$ cat config.mk
export PLATFORM = sky130hd
export DESIGN_NAME = collision_scorer_flat
export DESIGN_NICKNAME = d
export VERILOG_FILES = /design/src/rtl/collision_scorer_pkg.sv /design/src/rtl/collision_scorer_if.sv /design/src/rtl/collision_scorer_bcd_counter2.sv /design/src/rtl/collision_scorer.sv /design/src/flat_wrapper.sv
export SDC_FILE = /design/constraint.sdc
export NUM_CORES = 1
export LEC_CHECK = 0
export CAP_MARGIN = 5
export CORE_MARGIN = 2
export CORE_UTILIZATION = 45
export DETAILED_ROUTE_END_ITERATION = 6
export PLACE_DENSITY = 0.7
export SYNTH_ARGS = -nofsm -noshare
export SYNTH_HDL_FRONTEND = slang
export SYNTH_HIERARCHICAL = 1
export SYNTH_SLANG_ARGS = --single-unit
export TNS_END_PERCENT = 50
$ cat constraint.sdc
create_clock -name Clk -period 11.6 [get_ports Clk]
set_clock_uncertainty 0.05 [all_clocks]
set_input_delay 1.16 -clock Clk [delete_from_list [all_inputs] [get_ports Clk]]
set_output_delay 1.16 -clock Clk [all_outputs]
set_load 0.01 [all_outputs]
$ cat src/rtl/collision_scorer_pkg.sv
// Shared game geometry defaults, game-state encoding and BCD helper.
package collision_scorer_pkg;

    localparam int unsigned DEF_BIRD_X     = 200;
    localparam int unsigned DEF_BIRD_SIZE  = 20;
    localparam int unsigned DEF_PIPE_WIDTH = 60;
    localparam int unsigned DEF_GAP_HALF   = 60;
    localparam int unsigned DEF_FLOOR_Y    = 480;
    localparam int unsigned DEF_HIT_CYCLES = 2;

    // One-hot so every pipeline stage decodes the same state bits.
    typedef enum logic [2:0] {
        IDLE = 3'b001,
        PLAY = 3'b010,
        LOST = 3'b100
    } game_state_e;

    // Two-digit BCD increment that sticks at 99.
    function automatic logic [7:0] bcd_inc_sat(input logic [7:0] v);
        logic [7:0] r;
        if (v == 8'h99) begin
            r = v;
        end else if (v[3:0] == 4'd9) begin
            r = {v[7:4] + 4'd1, 4'd0};
        end else begin
            r = {v[7:4], v[3:0] + 4'd1};
        end
        return r;
    endfunction

endpackage

$ cat src/rtl/collision_scorer_if.sv
// Pipe/bird positions in, game status and scores out.
interface collision_scorer_if;
    logic       Start;
    logic [9:0] BirdPosY;
    logic [9:0] PipePosX;
    logic [9:0] PipePosY;
    logic       Lost;
    logic [7:0] Score;
    logic [7:0] HighScore;
    logic       Playing;

    modport master (
        output Start, BirdPosY, PipePosX, PipePosY,
        input  Lost, Score, HighScore, Playing
    );

    modport slave (
        input  Start, BirdPosY, PipePosX, PipePosY,
        output Lost, Score, HighScore, Playing
    );
endinterface

$ cat src/rtl/collision_scorer_bcd_counter2.sv
// Two-digit saturating BCD counter with synchronous clear and enable.
module collision_scorer_bcd_counter2
    import collision_scorer_pkg::*;
(
    input  logic       clk,
    input  logic       rst,
    input  logic       clr,
    input  logic       en,
    output logic [7:0] count
);
    logic [7:0] count_d, count_q;

    // Clear dominates enable; increment saturates at 99.
    always_comb begin
        count_d = count_q;
        if (clr) begin
            count_d = '0;
        end else if (en) begin
            count_d = bcd_inc_sat(count_q);
        end
    end

    // Count register.
    always_ff @(posedge clk) begin
        if (rst) count_q <= '0;
        else     count_q <= count_d;
    end

    assign count = count_q;
endmodule

$ cat src/rtl/collision_scorer.sv
// Collision detection, hit debounce, scoring and IDLE/PLAY/LOST sequencing.
module collision_scorer
    import collision_scorer_pkg::*;
#(
    parameter int unsigned BIRD_X     = DEF_BIRD_X,
    parameter int unsigned BIRD_SIZE  = DEF_BIRD_SIZE,
    parameter int unsigned PIPE_WIDTH = DEF_PIPE_WIDTH,
    parameter int unsigned GAP_HALF   = DEF_GAP_HALF,
    parameter int unsigned FLOOR_Y    = DEF_FLOOR_Y,
    parameter int unsigned HIT_CYCLES = DEF_HIT_CYCLES
) (
    input  logic                Clk,
    input  logic                Reset,
    collision_scorer_if.slave   bus
);
    localparam int unsigned CW = $clog2(HIT_CYCLES + 1);
    localparam logic [CW-1:0] HIT_LAST = CW'(HIT_CYCLES - 1);
    localparam logic [CW-1:0] HIT_MAX  = CW'(HIT_CYCLES);

    game_state_e   state_d, state_q;
    logic [CW-1:0] hit_cnt_d, hit_cnt_q;
    logic [7:0]    high_d, high_q;
    logic          passed_d, passed_q;
    logic          lost_d, lost_q;
    logic          playing_d, playing_q;
    logic          score_clr, score_en;
    logic [7:0]    score;

    logic [10:0] by, px, py;
    logic        xov, yout, floor_hit, hit, pass, hit_go;

    // Geometry compares, all in 11 bits so sums cannot wrap.
    always_comb begin
        by = {1'b0, bus.BirdPosY};
        px = {1'b0, bus.PipePosX};
        py = {1'b0, bus.PipePosY};
        xov = (px < 11'(BIRD_X + BIRD_SIZE)) && (px + 11'(PIPE_WIDTH) > 11'(BIRD_X));
        // Gap top clamps at 0: expressed as by+GAP_HALF < py to avoid subtraction.
        yout = (by + 11'(GAP_HALF) < py) || (by + 11'(BIRD_SIZE) > py + 11'(GAP_HALF));
        floor_hit = (by + 11'(BIRD_SIZE) >= 11'(FLOOR_Y));
        hit = (xov && yout) || floor_hit;
        pass = (px + 11'(PIPE_WIDTH) < 11'(BIRD_X));
        hit_go = hit && (hit_cnt_q >= HIT_LAST);
    end

    // Next-state, debounce counter, score control and high-score update.
    always_comb begin
        state_d   = state_q;
        hit_cnt_d = hit_cnt_q;
        high_d    = high_q;
        score_clr = 1'b0;
        score_en  = 1'b0;
        passed_d  = pass;
        case (state_q)
            IDLE: begin
                hit_cnt_d = '0;
                if (bus.Start) begin
                    state_d   = PLAY;
                    score_clr = 1'b1;
                end
            end
            PLAY: begin
                if (hit) begin
                    hit_cnt_d = (hit_cnt_q == HIT_MAX) ? HIT_MAX : hit_cnt_q + CW'(1);
                end else begin
                    hit_cnt_d = '0;
                end
                if (hit_go) begin
                    state_d = LOST;
                    if (score > high_q) high_d = score;
                end else if (pass && !passed_q) begin
                    score_en = 1'b1;
                end
            end
            LOST: begin
                hit_cnt_d = '0;
                if (bus.Start) state_d = IDLE;
            end
            default: state_d = IDLE;
        endcase
        lost_d    = (state_d == LOST);
        playing_d = (state_d == PLAY);
    end

    // State and status registers.
    always_ff @(posedge Clk) begin
        if (Reset) begin
            state_q   <= IDLE;
            hit_cnt_q <= '0;
            high_q    <= '0;
            passed_q  <= 1'b0;
            lost_q    <= 1'b0;
            playing_q <= 1'b0;
        end else begin
            state_q   <= state_d;
            hit_cnt_q <= hit_cnt_d;
            high_q    <= high_d;
            passed_q  <= passed_d;
            lost_q    <= lost_d;
            playing_q <= playing_d;
        end
    end

    collision_scorer_bcd_counter2 u_score (
        .clk   (Clk),
        .rst   (Reset),
        .clr   (score_clr),
        .en    (score_en),
        .count (score)
    );

    assign bus.Lost      = lost_q;
    assign bus.Playing   = playing_q;
    assign bus.Score     = score;
    assign bus.HighScore = high_q;
endmodule
$ cat src/flat_wrapper.sv
// flat-port wrapper written by rule: the top's interface ports become plain ports
module collision_scorer_flat import collision_scorer_pkg::*;
#(
    parameter int unsigned BIRD_X     = DEF_BIRD_X,
    parameter int unsigned BIRD_SIZE  = DEF_BIRD_SIZE,
    parameter int unsigned PIPE_WIDTH = DEF_PIPE_WIDTH,
    parameter int unsigned GAP_HALF   = DEF_GAP_HALF,
    parameter int unsigned FLOOR_Y    = DEF_FLOOR_Y,
    parameter int unsigned HIT_CYCLES = DEF_HIT_CYCLES
)
  (Clk, Reset, bus_Start, bus_BirdPosY, bus_PipePosX, bus_PipePosY, bus_Lost, bus_Score, bus_HighScore, bus_Playing);
  collision_scorer_if bus_i ();
  input  logic Clk;
  input  logic Reset;
  input wire logic [$bits(bus_i.Start)-1:0] bus_Start;
  input wire logic [$bits(bus_i.BirdPosY)-1:0] bus_BirdPosY;
  input wire logic [$bits(bus_i.PipePosX)-1:0] bus_PipePosX;
  input wire logic [$bits(bus_i.PipePosY)-1:0] bus_PipePosY;
  output wire logic [$bits(bus_i.Lost)-1:0] bus_Lost;
  output wire logic [$bits(bus_i.Score)-1:0] bus_Score;
  output wire logic [$bits(bus_i.HighScore)-1:0] bus_HighScore;
  output wire logic [$bits(bus_i.Playing)-1:0] bus_Playing;
  assign bus_i.Start = bus_Start;
  assign bus_i.BirdPosY = bus_BirdPosY;
  assign bus_i.PipePosX = bus_PipePosX;
  assign bus_i.PipePosY = bus_PipePosY;
  assign bus_Lost = bus_i.Lost;
  assign bus_Score = bus_i.Score;
  assign bus_HighScore = bus_i.HighScore;
  assign bus_Playing = bus_i.Playing;
  collision_scorer #(.BIRD_X(BIRD_X), .BIRD_SIZE(BIRD_SIZE), .PIPE_WIDTH(PIPE_WIDTH), .GAP_HALF(GAP_HALF), .FLOOR_Y(FLOOR_Y), .HIT_CYCLES(HIT_CYCLES)) u_core (.Clk(Clk), .Reset(Reset), .bus(bus_i));
endmodule
* Yosys cells after proc, flatten, opt, wreduce, memory -nomap -nowiden *
Index checks and enable logic that the tools add are counted.

cells by class
  add/sub/neg operators = 7
  order comparisons = 8
  muxes and demuxes = 13
  reductions and logical operators = 13
  bitwise logic cells = 1
  eq/ne operators = 8

operator list
  operator               count
  $add 10x6->11 const B  3
  $add 10x5->11 const B  1
  $ge 11x9->1 const B    1
  $gt 11x11->1           1
  $gt 11x8->1 const B    1
  $lt 11x10->1           1
  $lt 11x8->1 const B    1
  $lt 10x8->1 const B    1
  $mux 3                 3
  $pmux 3 s3             1
  $add 4x1->4 const B    2
  $eq 8x8->1 const B     1
  $gt 8x8->1             1
  $eq 3x2->1 const B     2
  $eq 3x3->1 const B     2
  $reduce_and 3->1       2
  $mux 1                 5
  $eq 4x4->1 const B     1
  $logic_and 1x1->1      4
  $mux 2                 2
  $mux 4                 1
  $pmux 2 s2             1
  $reduce_or 2->1        2
  $eq 3x1->1 const B     1
  other kinds (8)        9

storage, ports and cells
  logic and storage cells = 58
  input bits = 33
  output and inout port bits = 18
  bits in registers = 24

* Longest topological paths before layout *
  word-level depth = 9
  gate-level depth with buffers = 16
  depth with buffers taken out = 16

* Hierarchy *
The synthesis kept the hierarchy.

by module, submodules not included
  module                         sequential area each (um^2)  instances  area each (um^2)  cells an instance
  collision_scorer               320.3                        1          2,020.7           247
  collision_scorer_bcd_counter2  160.2                        1          432.9             46

* Worst setup path after synthesis *
OpenSTA, ideal clock, no wires.

  path type = input to register
  from = input port bus_BirdPosY[4]
  to = register u_core.u_score.count_q[4], in the netlist u_core/u_score/count[4]
  library setup time = 0.070 ns
  buffers on the path = 1
  cell stages on the path = 15
  setup slack = 7.077 ns
  arrival time = 4.404 ns
  data required time = 11.480 ns
  cells stage by stage = buf_2 -> a21oi_2 -> nor2_1 -> xor2_1 -> ha_1 -> and3_1 -> nand3_1 -> or4_1 -> o311a_2 -> o22ai_4 -> nand2_4 -> a2111oi_4 -> inv_1 -> or4_1 -> a21oi_1

between the ends
  cells in the longest elaborated chain, start to end = 9
  elaborated cells on any way between the ends = 12
  classes of those cells = 2 x add/sub; 3 x order compare; 2 x mux; 5 x reduce/logical

RTL lines
  what                                            line                                            RTL
  start, declared                                 flat_wrapper.sv:16                              input wire logic [$bits(bus_i.BirdPosY)-1:0] bus_BirdPosY;
  $add 10x6->11 or $add 10x5->11 (tied branches)  collision_scorer.sv:39, collision_scorer.sv:40
  $lt 11x10->1 or $gt 11x11->1 (tied branches)    collision_scorer.sv:39                          yout = (by + 11'(GAP_HALF) < py) || (by + 11'(BIRD_SIZE) > py + 11'(GAP_HALF));
  $logic_or 1x1->1                                collision_scorer.sv:39
  $logic_and 1x1->1                               collision_scorer.sv:41                          hit = (xov && yout) || floor_hit;
  $logic_or 1x1->1 *                              collision_scorer.sv:41
  $logic_and 1x1->1 *                             collision_scorer.sv:43                          hit_go = hit && (hit_cnt_q >= HIT_LAST);
  $mux 1 *                                        collision_scorer.sv:68                          if (hit_go) begin
  $mux 1 *                                        collision_scorer.sv:54                          case (state_q)
  via u_core.score_en                             collision_scorer.sv:26                          logic score_clr, score_en;
  $reduce_and 3->1 (no line) *                    --
  end signal, assigned                            collision_scorer_bcd_counter2.sv:26             else count_q <= count_d;
  end, declared                                   collision_scorer_bcd_counter2.sv:11             logic [7:0] count_d, count_q;

Mark *: on every way through the listed nets, which the timed path passes. The rest lies on a longest branch.
A chain may end at the register's enable or synchronous reset.

* Worst setup path after layout *
Ends and elaborated chain as after synthesis.

==> impl_summary.log <==
INFO  metric tritoncts = built
INFO  metric synthSimpleGateAreaFrac = 24.3%
INFO  metric dr_drc_count = 0
INFO  metric wl_met1 = 2.87 mm
INFO  metric power.static_leakage = 0.00121 uW
INFO  metric synth_top_area_share = 19.6%
INFO  metric min_period = roughly 5 ns
INFO  metric post_cts_resize_count = 0
INFO  metric hold_path_startpoint = u_core/hit_cnt_q[1]$_SDFFE_PP0P_
INFO  metric synth_flop_cell = dfxtp_1
INFO  metric post_synth_most_frequent_cells = ha_1, inv_1, dfxtp_1
INFO  metric synth-edff-count = 0
INFO  metric num_io_pins = 51
INFO  metric die_area = 0.00606 sq mm
INFO  metric worst_setup_path_start_kind = input pin
INFO  metric internal_power = between 100 and 150 uW
INFO  metric ys_async_sr_fraction = 0%
INFO  metric sw_frac_of_total = between 20% and 30%
INFO  metric power.share.clock = 27.7%
INFO  metric drive_gt1_share = 7.33%
INFO  metric area.growth.synth_to_final = 24.9%
INFO  metric critPathRequiredTime = approximately 12 ns
INFO  metric grt_antenna_before_repair = 0
INFO  metric drt_wl_total = 5.49 mm
INFO  metric worst_ir_drop_vdd = 0.0000519 V
INFO  metric post_synth_xor_area_fraction = under 10%
INFO  metric seq_power_share = 40.5%
INFO  metric grt_max_degree = 25
INFO  metric route.vias.total = 2,161
INFO  metric cts.htree.levels = 1
INFO  metric max-slew-margin-rel = between 50% and 60%
INFO  metric tightestPinTransition = 0.713 ns
INFO  metric numCtsBuffers = 3
INFO  metric setup_repair_bufs_after_cts = 0
INFO  metric dr_wl_met2 = 2.32 mm
INFO  metric final_hold_viol_count = 0
INFO  metric antenna_cells = 0
INFO  metric seq_cells_post_synth = 24
INFO  metric avgSynthCellArea = 8.37 sq um
INFO  metric synth_top_family_by_area = simple AND/OR/NAND/NOR gates
INFO  metric p_total = 207 uW
INFO  metric detail_route.iter0.violations = 89
INFO  metric rsz0062_at_grt = no
INFO  metric grt_usage = 18.1%
INFO  metric core_area = 0.00517 sq mm
INFO  metric post_synth_mux_area_share = 3.72%
INFO  metric ff2ff_path_depth = 7
INFO  metric rr_endpoint = u_core/bus.HighScore[6]$_SDFFE_PP0P_
INFO  metric comb_power_share = between 30% and 40%
INFO  metric kind_of_critical_path = in2reg
INFO  metric layout.filler_cells = 459
INFO  metric status = finished clean
INFO  metric period_share = 44.0%
INFO  metric final_max_slew_viol_count = 0
INFO  metric hold_class = reg2reg
INFO  metric wl_met3 = 274 microns
INFO  metric clk_root_buf = clkbuf_8
INFO  metric gp_congestion = 0.847
INFO  metric io_buffers = 50
INFO  metric power_per_cell_area = 67.7 mW/mm^2
INFO  metric critPathArrivalTime = 5.26 ns
INFO  metric synth_top_cell_by_area = dfxtp_1
INFO  metric crit-reg2reg-launch = u_core/u_score/count[1]$_SDFFE_PP0P_
INFO  metric die_w = 77.8 microns
INFO  metric via_count_of_the_first_global_routing_pass = 2,094
INFO  metric rows = 26
INFO  metric holdPathEnd = u_core/hit_cnt_q[1]$_SDFFE_PP0P_
INFO  metric initial_core_util = between 40% and 50%
INFO  metric route.top_layer_used = met4
INFO  metric fmax_achieved = 196 MHz
INFO  metric synth_nets = 363
INFO  metric setup.worst_path.end_class = flip-flop
INFO  metric layout.area.seq = just under 500 sq um
INFO  metric synth.area.top_cells = dfxtp_1, ha_1, inv_1
INFO  metric vias_per_cell = 5.26
INFO  metric timing.final.setup_violations = 0
INFO  metric yosysSeqAreaShare = ~20%
INFO  metric r2r_slack = a little over 9 ns
INFO  metric syn_area = 0.00245 sq mm
INFO  metric number_of_search_and_repair_iterations_in_the_first_detailed_routing_pass = 4
INFO  metric nets = ~410
INFO  metric area_fraction_in_compound_gates_after_synthesis = 19.1%
INFO  metric multi_input_area = 0.00181 sq mm
INFO  metric dp.final_hpwl = 4.35 mm
INFO  metric worstSkewPairLatency = 0.27 ns
INFO  metric postRouteAntennaNets = 0
INFO  metric crit_path_max_fanout = 7
INFO  metric clock_tree.buffer_depth = 2
INFO  metric global_route.overflow_total = 0
INFO  metric route.detailed.wl_per_inst = between 10 and 15 microns
INFO  metric synth_cells = 293
INFO  metric synthAdderAreaFrac = a little under a fifth
INFO  metric p_switching = 61.1 uW
INFO  metric die_y = 77.8 microns
INFO  metric finalSetupTns = 0 ns
INFO  metric synth_cell_types = between 60 and 70
INFO  metric max_cap_viols = 0
INFO  metric global_route_wire_length_before_repair = 9.21 mm
INFO  metric cts_hold_buf = 0
INFO  metric synth_warnings = 6
INFO  metric cts_sinks = 24
INFO  metric worst_hold_path.num_cells = 1
INFO  metric clk_pin_slew_worst_paths = 0.09 ns
INFO  metric yosysMostFrequentCell = ha_1
## final cells by class
type                       count  share of cell area, %
sequential                    24                   15.7
multi-input combinational    229                   59.2
inverter                      34                   4.16
clock buffer                   4                   1.80
tap                           70                   2.86
timing repair buffer          50                   16.3
## sequential cells by signal, indices dropped and copies added (netlist names)
register / cells
u_core/bus.HighScore: 8
u_core/state_q: 3
u_core/hit_cnt_q: 2
u_core/passed_q: 1
u_core/bus.Lost: 1
u_core/bus.Playing: 1
u_core/u_score/count: 8
## cells by family after synthesis
| group | count (synthesis) |
|---|---|
| mux | 9 |
| fa+ha+maj | 37 |
| buf+inv | 40 |
| compound gates | 60 |
| xor+xnor | 22 |
| flops | 24 |
| simple gates | 101 |
## cells in the final DEF, fill, tap and decap left out, types with 2 or more instances in the layout
cell type        count
dfxtp_1             24
o2111ai_1            2
nand4_1              5
nand2b_1            19
a31o_2               2
nor2_1              20
xor2_1               9
a21o_1               6
nor3b_1              2
nor4_1               2
o21bai_1             2
a21oi_1             17
clkdlybuf4s50_1     50
o21ai_0              4
clkbuf_8             4
nor2b_1              3
and3_1               3
ha_1                37
mux2i_1              8
inv_1               34
nor3_1               7
a211oi_1             3
nand3_1             11
a32o_1               2
or4_1                2
o31ai_1              2
nand2_1             13
xnor2_1             13
a31oi_1              3
## power by group through the flow
stage,clock network (uW),logic (uW),registers (uW)
2_1_floorplan,0,42.4,86.1
3_3_place_gp,0,64.6,86.1
3_5_place_dp,0,65.5,86.0
4_1_cts,58.7,66.0,84.1
5_1_grt,61.9,74.1,84.3
6_report,57.4,66.0,84.1
## critical path, stage by stage
cell,delay (ns)
clkdlybuf4s50_1,0.68
a21oi_2,0.09
nor3_1,0.23
xor2_1,0.29
ha_1,0.30
a21o_1,0.18
a21oi_1,0.18
nand2_1,0.07
o311a_2,0.37
o22ai_4,0.19
nand2_4,0.11
a2111oi_4,0.54
inv_1,0.18
or4_1,0.53
a21oi_1,0.16
## stage by stage
stage | utilization [%] | std cells | instance area, sq um | worst slack, ns | hold WS (ns)
after floorplan | - | 293 | 2450 | 7.08 | 0.392
after global placement | 58.2 | 407 | 3010 | 6.32 | 0.402
after global routing | 59.2 | 411 | 3060 | 6.25 | 0.453
after detailed placement | 58.2 | 407 | 3010 | 6.24 | 0.408
after CTS | 59.2 | 411 | 3060 | 6.51 | 0.428
final | 59.2 | 411 | 3060 | 6.50 | 0.428
## worst max-delay path by stage
| stage | from | endpoint | cells after the start |
|---|---|---|---|
| 2_1_floorplan | bus_BirdPosY[4] | u_core/u_score/count[4]$_SDFFE_PP0P_ | 15 |
| 3_3_place_gp | bus_BirdPosY[4] | u_core/u_score/count[4]$_SDFFE_PP0P_ | 15 |
| 3_5_place_dp | bus_BirdPosY[4] | u_core/u_score/count[4]$_SDFFE_PP0P_ | 15 |
| 4_1_cts | bus_BirdPosY[4] | u_core/u_score/count[4]$_SDFFE_PP0P_ | 15 |
| 5_1_grt | bus_BirdPosY[4] | u_core/u_score/count[4]$_SDFFE_PP0P_ | 15 |
| 6_report | bus_BirdPosY[4] | u_core/u_score/count[4]$_SDFFE_PP0P_ | 15 |
## per-layer routing
layer  GRT usage, %  vias to the layer above
met4           1.96                        0
met5              0                        -
met1           26.2                      980
li1               -                     1135
met2           28.7                       42
met3           3.37                        4
(Power assumes the default switching activity.)
